==> src/rtl/bcd_time_counter.sv <==
`default_nettype none
// ============================================================================
// Module   : bcd_time_counter
// Purpose  : 1 Hz prescaler plus 24-hour hh:mm:ss BCD counter with manual
//            set, and a display copy that refreshes only at frame end.
// Revision : 1.0 - initial release
// ============================================================================
module bcd_time_counter #(
    parameter int TICK_DIV = 50000000
) (
    input  logic       clk,
    input  logic       reset,
    input  logic       run,
    input  logic       inc_hour,
    input  logic       inc_min,
    input  logic       clear_sec,
    input  logic       v_Disp,
    output logic [3:0] h1,
    output logic [3:0] h0,
    output logic [3:0] m1,
    output logic [3:0] m0,
    output logic [3:0] s1,
    output logic [3:0] s0,
    output logic       sec_tick
);

    localparam int              c_PW  = $clog2(TICK_DIV);
    localparam logic [c_PW-1:0] c_TOP = c_PW'(TICK_DIV - 1);

    logic [c_PW-1:0] r_pre;
    logic [3:0]      r_h1, r_h0, r_m1, r_m0, r_s1, r_s0;
    logic [3:0]      w_h1, w_h0, w_m1, w_m0, w_s1, w_s0;
    logic            r_v_q;
    logic            r_sec_tick;
    logic            w_tick;
    logic            w_frame_end;
    logic            w_min_carry;
    logic            w_hour_carry;

    // clear_sec outranks the tick, so a cleared tick cycle never advances time.
    assign w_tick      = run && (r_pre == c_TOP) && !clear_sec;
    assign w_frame_end = r_v_q && !v_Disp;

    always_comb begin
        w_h1         = r_h1;
        w_h0         = r_h0;
        w_m1         = r_m1;
        w_m0         = r_m0;
        w_s1         = r_s1;
        w_s0         = r_s0;
        w_min_carry  = 1'b0;
        w_hour_carry = 1'b0;

        if (clear_sec) begin
            w_s1 = 4'd0;
            w_s0 = 4'd0;
        end

        if (!run) begin
            w_min_carry  = inc_min;
            w_hour_carry = inc_hour;
        end else if (w_tick) begin
            if (r_s0 == 4'd9) begin
                w_s0 = 4'd0;
                if (r_s1 == 4'd5) begin
                    w_s1        = 4'd0;
                    w_min_carry = 1'b1;
                end else begin
                    w_s1 = r_s1 + 4'd1;
                end
            end else begin
                w_s0 = r_s0 + 4'd1;
            end
        end

        if (w_min_carry) begin
            if (r_m0 == 4'd9) begin
                w_m0 = 4'd0;
                if (r_m1 == 4'd5) begin
                    w_m1 = 4'd0;
                    // In set mode minutes wrap without touching hours.
                    if (run) w_hour_carry = 1'b1;
                end else begin
                    w_m1 = r_m1 + 4'd1;
                end
            end else begin
                w_m0 = r_m0 + 4'd1;
            end
        end

        if (w_hour_carry) begin
            if (r_h1 == 4'd2 && r_h0 == 4'd3) begin
                w_h1 = 4'd0;
                w_h0 = 4'd0;
            end else if (r_h0 == 4'd9) begin
                w_h0 = 4'd0;
                w_h1 = r_h1 + 4'd1;
            end else begin
                w_h0 = r_h0 + 4'd1;
            end
        end
    end

    always_ff @(posedge clk) begin
        if (reset) begin
            r_pre      <= '0;
            r_h1       <= 4'd0;
            r_h0       <= 4'd0;
            r_m1       <= 4'd0;
            r_m0       <= 4'd0;
            r_s1       <= 4'd0;
            r_s0       <= 4'd0;
            r_v_q      <= 1'b0;
            r_sec_tick <= 1'b0;
            h1         <= 4'd0;
            h0         <= 4'd0;
            m1         <= 4'd0;
            m0         <= 4'd0;
            s1         <= 4'd0;
            s0         <= 4'd0;
        end else begin
            if (clear_sec)
                r_pre <= '0;
            else if (run)
                r_pre <= (r_pre == c_TOP) ? '0 : r_pre + c_PW'(1);

            r_h1       <= w_h1;
            r_h0       <= w_h0;
            r_m1       <= w_m1;
            r_m0       <= w_m0;
            r_s1       <= w_s1;
            r_s0       <= w_s0;
            r_v_q      <= v_Disp;
            r_sec_tick <= w_tick;

            // Load the post-update time so a same-edge change is not lost.
            if (w_frame_end) begin
                h1 <= w_h1;
                h0 <= w_h0;
                m1 <= w_m1;
                m0 <= w_m0;
                s1 <= w_s1;
                s0 <= w_s0;
            end
        end
    end

    assign sec_tick = r_sec_tick;

endmodule
`default_nettype wire

==> config.mk <==
export PLATFORM = sky130hd
export DESIGN_NAME = bcd_time_counter
export DESIGN_NICKNAME = d
export VERILOG_FILES = /design/src/rtl/bcd_time_counter.sv
export SDC_FILE = /design/constraint.sdc
export NUM_CORES = 1
export LEC_CHECK = 0
export CORE_MARGIN = 5
export CORE_UTILIZATION = 40
export CTS_CLUSTER_SIZE = 20
export DETAILED_ROUTE_END_ITERATION = 7
export HOLD_SLACK_MARGIN = 0.1
export SETUP_SLACK_MARGIN = 0.05
export SYNTH_ARGS = -nofsm -noshare
export SYNTH_HDL_FRONTEND = slang
export SYNTH_SLANG_ARGS = --single-unit
==> constraint.sdc <==
create_clock -name clk -period 3.2 [get_ports clk]
set_input_delay 0.96 -clock clk [delete_from_list [all_inputs] [get_ports clk]]
set_output_delay 0.96 -clock clk [all_outputs]
set_load 0.02 [all_outputs]
==> results of run 1 <==
-- kinds of logic after synthesis --
| logic type | Yosys count |
|---|---|
| muxes | 5 |
| buffers and inverters | 25 |
| AOI/OAI and AO/OA | 67 |
| adders and majority gates | 5 |
| DFF | 76 |
| and+or+nand+nor | 187 |
| xor gates and xnor gates | 30 |
-- final timing paths --
path / end / slack, ps
max: h0[2] / 390
min: m0[1] / 450
max reg2reg: m1[3] / 620
min reg2reg: m0[1] / 450
-- through the flow --
stage	hold WS, ps	area [µm²]	utilization [%]	std cells
2_1_floorplan	479	3440	-	395
3_3_place_gp	440	3960	47.7	534
3_5_place_dp	445	3960	47.7	534
4_1_cts	457	4140	49.9	549
5_1_grt	475	4140	49.9	549
6_report	453	4140	49.9	549
-- per-layer routing --
metal  vias to the layer above  routed length (µm)  share of wire, %
met3                        10                 386               5.1
li1                       1477                   -                 -
met1                      1342                3660                48
met4                         0                 119               1.6
met2                        59                3430                45
met5                         -                   0                 0
-- placed cells by master, fill, tap and decap left out, types with 2 or more instances in the layout --
| cell type | count |
|---|---|
| a211oi_1 | 6 |
| a211oi_2 | 2 |
| a21o_1 | 2 |
| a21oi_1 | 11 |
| a22oi_1 | 2 |
| a311oi_1 | 2 |
| a31oi_1 | 3 |
| a41o_1 | 2 |
| and3_1 | 4 |
| and4_1 | 2 |
| buf_4 | 14 |
| clkbuf_1 | 2 |
| clkbuf_8 | 9 |
| clkdlybuf4s50_1 | 31 |
| dfxtp_1 | 76 |
| ha_1 | 5 |
| inv_1 | 13 |
| mux2i_1 | 5 |
| nand2_1 | 29 |
| nand2b_1 | 6 |
| nand3_1 | 17 |
| nand4_1 | 13 |
| nor2_1 | 73 |
| nor2b_1 | 8 |
| nor3_1 | 10 |
| nor4_1 | 5 |
| nor4_4 | 2 |
| o21ai_0 | 15 |
| o21ai_1 | 2 |
| o21bai_1 | 3 |
| o31ai_1 | 3 |
| or2_2 | 3 |
| or3_1 | 3 |
| or4_4 | 3 |
| xnor2_1 | 13 |
| xor2_1 | 17 |
-- cell type report --
type | count | area, µm² | area share, %
multi-input combinational | 294 | 1820 | 44.0
sequential | 76 | 1520 | 36.8
timing repair buffer | 46 | 435 | 10.5
clock inverter | 4 | 51.3 | 1.24
tap | 105 | 131 | 3.17
inverter | 13 | 48.8 | 1.18
clock buffer | 11 | 131 | 3.17
-- where the power goes --
| part | internal [mW] | switching (mW) |
|---|---|---|
| combinational | 0.0476 | 0.0622 |
| clock | 0.357 | 0.353 |
| sequential | 0.957 | 0.00914 |
| total | 1.36 | 0.424 |
-- worst max-delay path, cell delays in order --
cell and delay, ps:
clkdlybuf4s50_1 540, nand3_1 150, or4_1 550, a2bb2oi_2 190, or4_4 480, a311oi_1 210
==> flow_summary_export.csv, run 1 <==
group,metric,value,unit
clock_network,clockRootBuffer,"clkbuf_8",
setup_path,end_kind,"register",
min_path,min_path_type,"register to register",
place,hpwl,5550,µm
clock_network,cts_sinks,76,
sta,tightestPinTransition,793,ps
logic_synthesis,synthAdderAreaFrac,1.82,%
floorplanning,die-area,10500,µm²
outcome,status,"finished, final reports clean",
setup_path,start_kind,"primary input",
sta,fin_skew,13.4,ps
sta,slew_headroom,47.0,%
grt,grt_pass1_wl,12500,µm
power,worst_ir_drop_vdd,0.000243,V
sta,slew_violations,0,
clock_network,clock_latency,360,ps
cells_and_area,nets,452,
grt,grt_use_met1,20.2,%
logic_synthesis,synthCells,395,
sta,post-route-min-period,2810,ps
drt,drcViolationCount,0,
drt,drt_iter0_markers,96,
clock_network,cts_resized,0,
drt,vias,2888,
drt,dr.pass1.iters,5,
logic_synthesis,ys_seq_area_share,44.3,%
logic_synthesis,synth-xor-area-share,7.64,%
sta,setup_violations,0,
clock_network,cts_buffers,9,
clock_network,cts_tree,"built",
logic_synthesis,netlist_area,3440,µm²
cells_and_area,syn_to_final_growth,20.4,%
floorplanning,core-area,8300,µm²
logic_synthesis,synthTopCellsByArea,"dfxtp_1, nor2_1, xor2_1, xnor2_1, nand2_1",
sta,max_freq,356,MHz
logic_synthesis,synth-simple-area-share,27.7,%
grt,grt_pass1_vias,2620,
logic_synthesis,yosys_warnings,0,
floorplanning,chipHeight,103,µm
sta,fin_ws,394,ps
logic_synthesis,yosys-top-cells-count,"dfxtp_1, nor2_1, nand2_1, nand3_1, xor2_1",
cells_and_area,fillers,811,
floorplanning,chipWidth,103,µm
grt,antenna_found_initial,0,
clock_network,postCtsSetupRepairBufs,0,
setup_path,reg2reg_from,"r_pre[16]",
floorplanning,std_cell_rows,33,
min_path,min_path_cells,2,
grt,grt_max_degree,33,
grt,gr-usage-met3,3.86,%
logic_synthesis,synth_top_family_by_area,"simple AND/OR/NAND/NOR gates",
clock_network,hold_buffers,0,
power,leakagePower,1.42,nW
power,power_per_cell_area,432,nW/µm²
logic_synthesis,yosysMostFrequentCell,"dfxtp_1",
logic_synthesis,synth_edf_count,0,
clock_network,htree_levels,3,
logic_synthesis,synth_mux_area_share,1.46,%
drt,drt_wl_total,7590,µm
logic_synthesis,synth_top_area_share,44.3,%
grt,track_usage,15.1,%
cells_and_area,drive_above_1_share,10.4,%
grt,grt.busiest_layer,"met2",
grt,gr-usage-met2,23.5,%
drt,viasPerCell,5.26,
logic_synthesis,synth_compound_gate_area_share,14.2,%
cells_and_area,largest_register_ffs,26,
clock_network,clkTransAtPathRegs,80,ps
logic_synthesis,async_reset_ff_share,0,%
sta,rsz0062_at_grt,"false",
setup_path,worstSetupPathType,"primary input to register",
setup_path,r2r.worst_path.cells,6,
setup_path,cp.arrival,3080,ps
logic_synthesis,synth_top_cell_by_area,"dfxtp_1",
logic_synthesis,synthesis.nets,407,
setup_path,crit_path_max_fanout,4,
place,finalWeightedCongestion,0.794,
logic_synthesis,synth-main-ff-cell,"dfxtp_1",
logic_synthesis,ys_seq_elements,76,
job,cap_violations,0,
logic_synthesis,avgSynthCellArea,8.70,µm²
cells_and_area,top_register,"r_pre",
setup_path,crit_required,3470,ps
setup_path,cp-startpoint,"run",
sta,timing.final.crit_share,87.7,%
sta,hold_viol,0,
drt,wire_per_inst,13.8,µm
place,port_buffers,31,
power,power,1.79,mW
sta,fin_tns_setup,0,ps
grt,overflow,0,
clock_network,clk_path_buf_depth,2,
logic_synthesis,synth.distinct_cells,56,
floorplanning,num_io_pins,32,
drt,antenna_left,0,
cells_and_area,antenna_cells,0,
min_path,min_from,"m0[1]",
floorplanning,start_util,41.4,%
place,post-place-ws,3.24,ps
No activity file was read; power rests on OpenSTA's default activity.
==> run 2: changes to the inputs <==
SKIP_CTS_REPAIR_TIMING = 1   (was not set)
SLEW_MARGIN = 15   (was not set)
==> results of run 2 <==
Same layout as run 1: the final DEF is identical, and so are final timing and power.
